==> src/rtl/mul_acc.sv <==
`default_nettype none
// ============================================================================
// mul_acc: accumulates unsigned multiplier products into W = 2N+G bit sums.
// Optional build macro MUL_ACC_SAT_EN clamps acc to all ones on overflow.
// Revision: 1.0
// ============================================================================
module mul_acc #(
  parameter int N = 8,
  parameter int G = 4
) (
  input  logic                 clk,
  input  logic                 rst,
  input  logic [2*N-1:0]       prod,
  input  logic                 in_valid,
  input  logic                 in_last,
  output logic                 in_ready,
  output logic [2*N+G-1:0]     acc,
  output logic [7:0]           cnt,
  output logic                 ovf,
  output logic                 out_valid,
  input  logic                 out_ready
);

  localparam int W = 2*N + G;

  typedef enum logic [1:0] {
    IDLE = 2'd0,
    ACC  = 2'd1,
    DONE = 2'd2
  } state_t;

  state_t         state_q, state_d;
  logic [W-1:0]   acc_q, acc_d;
  logic [7:0]     cnt_q, cnt_d;
  logic           ovf_q, ovf_d;

  logic           accept;
  logic [W:0]     sum;

  assign in_ready  = (state_q != DONE);
  assign out_valid = (state_q == DONE);
  assign acc       = acc_q;
  assign cnt       = cnt_q;
  assign ovf       = ovf_q;

  assign accept = in_valid & in_ready;
  assign sum    = {1'b0, acc_q} + {{(G+1){1'b0}}, prod};

  always_ff @(posedge clk or posedge rst) begin
    if (rst) begin
      state_q <= IDLE;
      acc_q   <= '0;
      cnt_q   <= '0;
      ovf_q   <= 1'b0;
    end else begin
      state_q <= state_d;
      acc_q   <= acc_d;
      cnt_q   <= cnt_d;
      ovf_q   <= ovf_d;
    end
  end

  always_comb begin
    state_d = state_q;
    acc_d   = acc_q;
    cnt_d   = cnt_q;
    ovf_d   = ovf_q;
    case (state_q)
      IDLE: begin
        if (accept) begin
          acc_d   = {{G{1'b0}}, prod};
          cnt_d   = 8'd1;
          ovf_d   = 1'b0;
          state_d = in_last ? DONE : ACC;
        end
      end
      ACC: begin
        if (accept) begin
`ifdef MUL_ACC_SAT_EN
          // Once saturated, acc stays pinned for the rest of the group.
          if (sum[W] || ovf_q) begin
            acc_d = {W{1'b1}};
          end else begin
            acc_d = sum[W-1:0];
          end
`else
          acc_d = sum[W-1:0];
`endif
          ovf_d   = ovf_q | sum[W];
          cnt_d   = (cnt_q == 8'hFF) ? cnt_q : cnt_q + 8'd1;
          if (in_last) begin
            state_d = DONE;
          end
        end
      end
      DONE: begin
        if (out_ready) begin
          state_d = IDLE;
        end
      end
      default: begin
        state_d = IDLE;
      end
    endcase
  end

endmodule
`default_nettype wire

==> config.mk <==
export PLATFORM = sky130hd
export DESIGN_NAME = mul_acc
export DESIGN_NICKNAME = d
export VERILOG_FILES = /design/src/rtl/mul_acc.sv
export SDC_FILE = /design/constraint.sdc
export NUM_CORES = 1
export LEC_CHECK = 0
export CAP_MARGIN = 20
export CORE_MARGIN = 1.5
export CORE_UTILIZATION = 46
export DETAILED_ROUTE_END_ITERATION = 8
export GPL_TIMING_DRIVEN = 0
export PLACE_DENSITY = 0.78
export SLEW_MARGIN = 10
export SYNTH_ARGS = -nofsm -noshare
export SYNTH_HDL_FRONTEND = slang
export SYNTH_SLANG_ARGS = --single-unit
==> constraint.sdc <==
create_clock -name clk -period 2.1 [get_ports clk]
set_clock_uncertainty 0.15 [all_clocks]
set_input_delay 0.42 -clock clk [delete_from_list [all_inputs] [get_ports clk]]
set_output_delay 0.42 -clock clk [all_outputs]
set_load 0.01 [all_outputs]
==> flow_metrics.tcl <==
set metrics [dict create \
    maxSlewHeadroom_pct 54.2 \
    finalSetupViolCount 11 \
    leakage_nw 1.46 \
    clkPwrFrac_pct 13.7 \
    die_h_um 73.1 \
    power.share.sequential_pct 25.0 \
    fmax_ghz 0.417 \
    first_global_vias 2126 \
    synth_top_area_share_pct 34.4 \
    required_ns 2.16 \
    finalCritPeriodShare_pct 114 \
    routedWlPerCell_um 16.6 \
    hold_class "in2reg" \
    grt_pass1_wl_um 9920 \
    postRouteAntennaNets 0 \
    fin_crit_ns 2.40 \
    peakVddDrop_mv 0.549 \
    internal-power_mw 2.10 \
    clk_pin_slew_ns 0.08 \
    ys_types 49 \
    htreeDepth 2 \
    p_comb_share_pct 61.3 \
    synth.area.top_cells "dfrtp_1, ha_1, a21oi_1" \
    final_hold_viol_count 0 \
    avgSynthCellArea_um2 8.82 \
    synth_edf_count 0 \
    via_per_inst 5.78 \
    topRoutingLayerUsed "met4" \
    drv_slew 0 \
    yosys.area.top_type "dfrtp_1" \
    track_usage_pct 24.2 \
    violations "negative setup slack" \
    path_class "reg2reg" \
    async_flop_share_pct 100 \
    ios 52 \
    yosysSeqAreaShare_pct 34.4 \
    pwr_density_cell_nw_per_um2 1050 \
    routed-wl-met2_um 3370 \
    coreArea_um2 4720 \
    finalHoldWorstSlack_ns 0.315 \
    cts_buffers 5 \
    worstPathMaxFanout 4 \
    grt-ovfl-total 0 \
    tightest_slew_ns 0.686 \
    endpoint_kind "flip-flop" \
    cts_root_buffer "clkbuf_8" \
    switchingPower_mw 1.53 \
    rows 25 \
    ys.warnings.count 0 \
    ys.flop_type "dfrtp_1" \
    wl_met1_um 2820 \
    cts.hold.buffers_added 0 \
    route.detailed.drc 0 \
    clk-insertion-delay-late_ns 0.29 \
    mostFrequentLayoutCell "clkdlybuf4s50_1" \
    cp-start-kind "flip-flop" \
    routed-via-count 2342 \
    drtPass1Iterations 4 \
    postSynthCellCount 256 \
    syn2layout_area_growth_pct 53.5 \
    grt_max_degree 32 \
    switching_share_pct 42.1 \
    initial_core_util_pct 47.8 \
    wl_met3_um 374 \
    hpwl_um 4180 \
    cts.sinks 31 \
    fp.dieArea_um2 5340 \
    layout.nets 376 \
    rsz0062_at_grt "yes" \
    gp_congestion 0.914 \
    drv_cap 0 \
    ys_ff_latch 31 \
    syn-num-nets 295 \
    antenna_found_initial 0 \
    clockBufferDepth 2 \
    pre_cts_slack_ns -0.796 \
    tns_ns -1.94 \
    antenna_cells 0 \
    io_buffers 51 \
    status "finished, violations left" \
    synth_area_um2 2260 \
    layout-drive-gt1-share_pct 27.2 \
    layout_setup_ws_ns -0.300 \
    drtIter0Drc 203 \
    die_w_um 73.1 \
    cts_tree "yes" \
    mostFrequentLayoutCells "clkdlybuf4s50_1, dfrtp_1, nand2_1" \
    cp.arrival_ns 2.46 \
    wl_um 6740 \
]
==> stage by stage <==
stage	power (mW)	std cells	area [um^2]	util (%)
2_1_floorplan	1.92	256	2270	-
3_3_place_gp	2.43	374	2860	60.6
3_5_place_dp	2.46	374	2860	60.6
4_1_cts	3.20	390	3160	66.8
5_1_grt	3.84	405	3470	73.4
6_report	3.63	405	3470	73.4
==> state kept, by name (all words and copies together), names as in the netlist <==
signal	flops
acc	20
cnt	8
state_q	2
ovf	1
==> critical path: stages (launching register included) <==
cell and delay (ns):
dfrtp_1 0.41, ha_4 0.18, inv_2 0.05, fa_2 0.18, and2b_1 0.19, o211ai_1 0.26, nand2_2 0.17, a211oi_4 0.33
buf_4 0.18, o2111ai_1 0.10, o211ai_1 0.12
==> power by group through the flow <==
stage          registers, mW  clock network [mW]  logic (mW)
5_1_grt                0.928               0.526        2.39
3_5_place_dp           0.877                   0        1.58
6_report               0.906               0.496        2.23
3_3_place_gp           0.876                   0        1.56
2_1_floorplan          0.914                   0        1.00
4_1_cts                0.887               0.494        1.82
==> layer usage <==
metal  vias to the layer above  track usage, %
li1                       1094               -
met3                        20            4.42
met5                         -               0
met2                        97            40.4
met4                         0            10.1
met1                      1131            30.6
==> kinds of logic (layout without fill, tap and decap cells) <==
family / after synthesis / after routing / synth area share (%)
xor gates and xnor gates: 20 / 20 / 7.76
adders and majority gates: 18 / 18 / 10.3
muxes: 1 / 1 / 0.443
buffers and inverters: 15 / 97 / 2.61
and+or+nand+nor: 81 / 81 / 18.3
DFF: 31 / 31 / 34.4
AOI/OAI and AO/OA: 90 / 90 / 26.2
==> cell type report <==
| class | count | area, um^2 |
|---|---|---|
| flip-flops and latches | 31 | 777 |
| plain buffers | 7 | 33.8 |
| multi-input cells | 210 | 1750 |
| clock inverters | 3 | 20.0 |
| repair buffers | 74 | 702 |
| fillers | 315 | 1260 |
| well taps | 67 | 83.8 |
| clock buffers | 5 | 68.8 |
| inverters | 8 | 30.0 |
==> synthesized netlist by cell type, types with 2 or more instances <==
master,n
nand2b_1,4
or3_1,3
a21oi_2,2
clkbuf_1,5
nor2_1,19
a21oi_1,22
a21o_1,3
nor2b_1,3
nand4_1,4
o21a_1,4
a22oi_1,5
xor2_1,11
o211ai_1,5
buf_2,2
ha_1,17
a211oi_1,4
o21ai_1,6
and3_1,5
nand2_1,25
xnor2_1,9
dfrtp_1,31
nand3_1,7
a31oi_1,6
o22ai_1,3
inv_1,8
o21ai_0,20
==> path summary, 6_finish.rpt <==
kind / cells past startpoint / endpoint / startpoint / slack [ns]
hold reg to reg: 2 / ovf / ovf / 0.36
max in group asynchronous: 2 / state_q[0] / rst / 0.91
min in group asynchronous: 2 / cnt[1] / rst / 0.39
setup reg to reg: 10 / acc[16] / acc[0] / -0.30
setup / recovery: 10 / acc[16] / acc[0] / -0.30
hold / removal: 3 / acc[11] / prod[11] / 0.31
==> repair_timing <==
item	4_1_cts	5_1_grt
pin swaps	14	26
endpoints found under the setup margin	22	20
gates cloned	0	0
resized for setup	32	44
setup buffers	8	17
(Power assumes the default switching activity.)
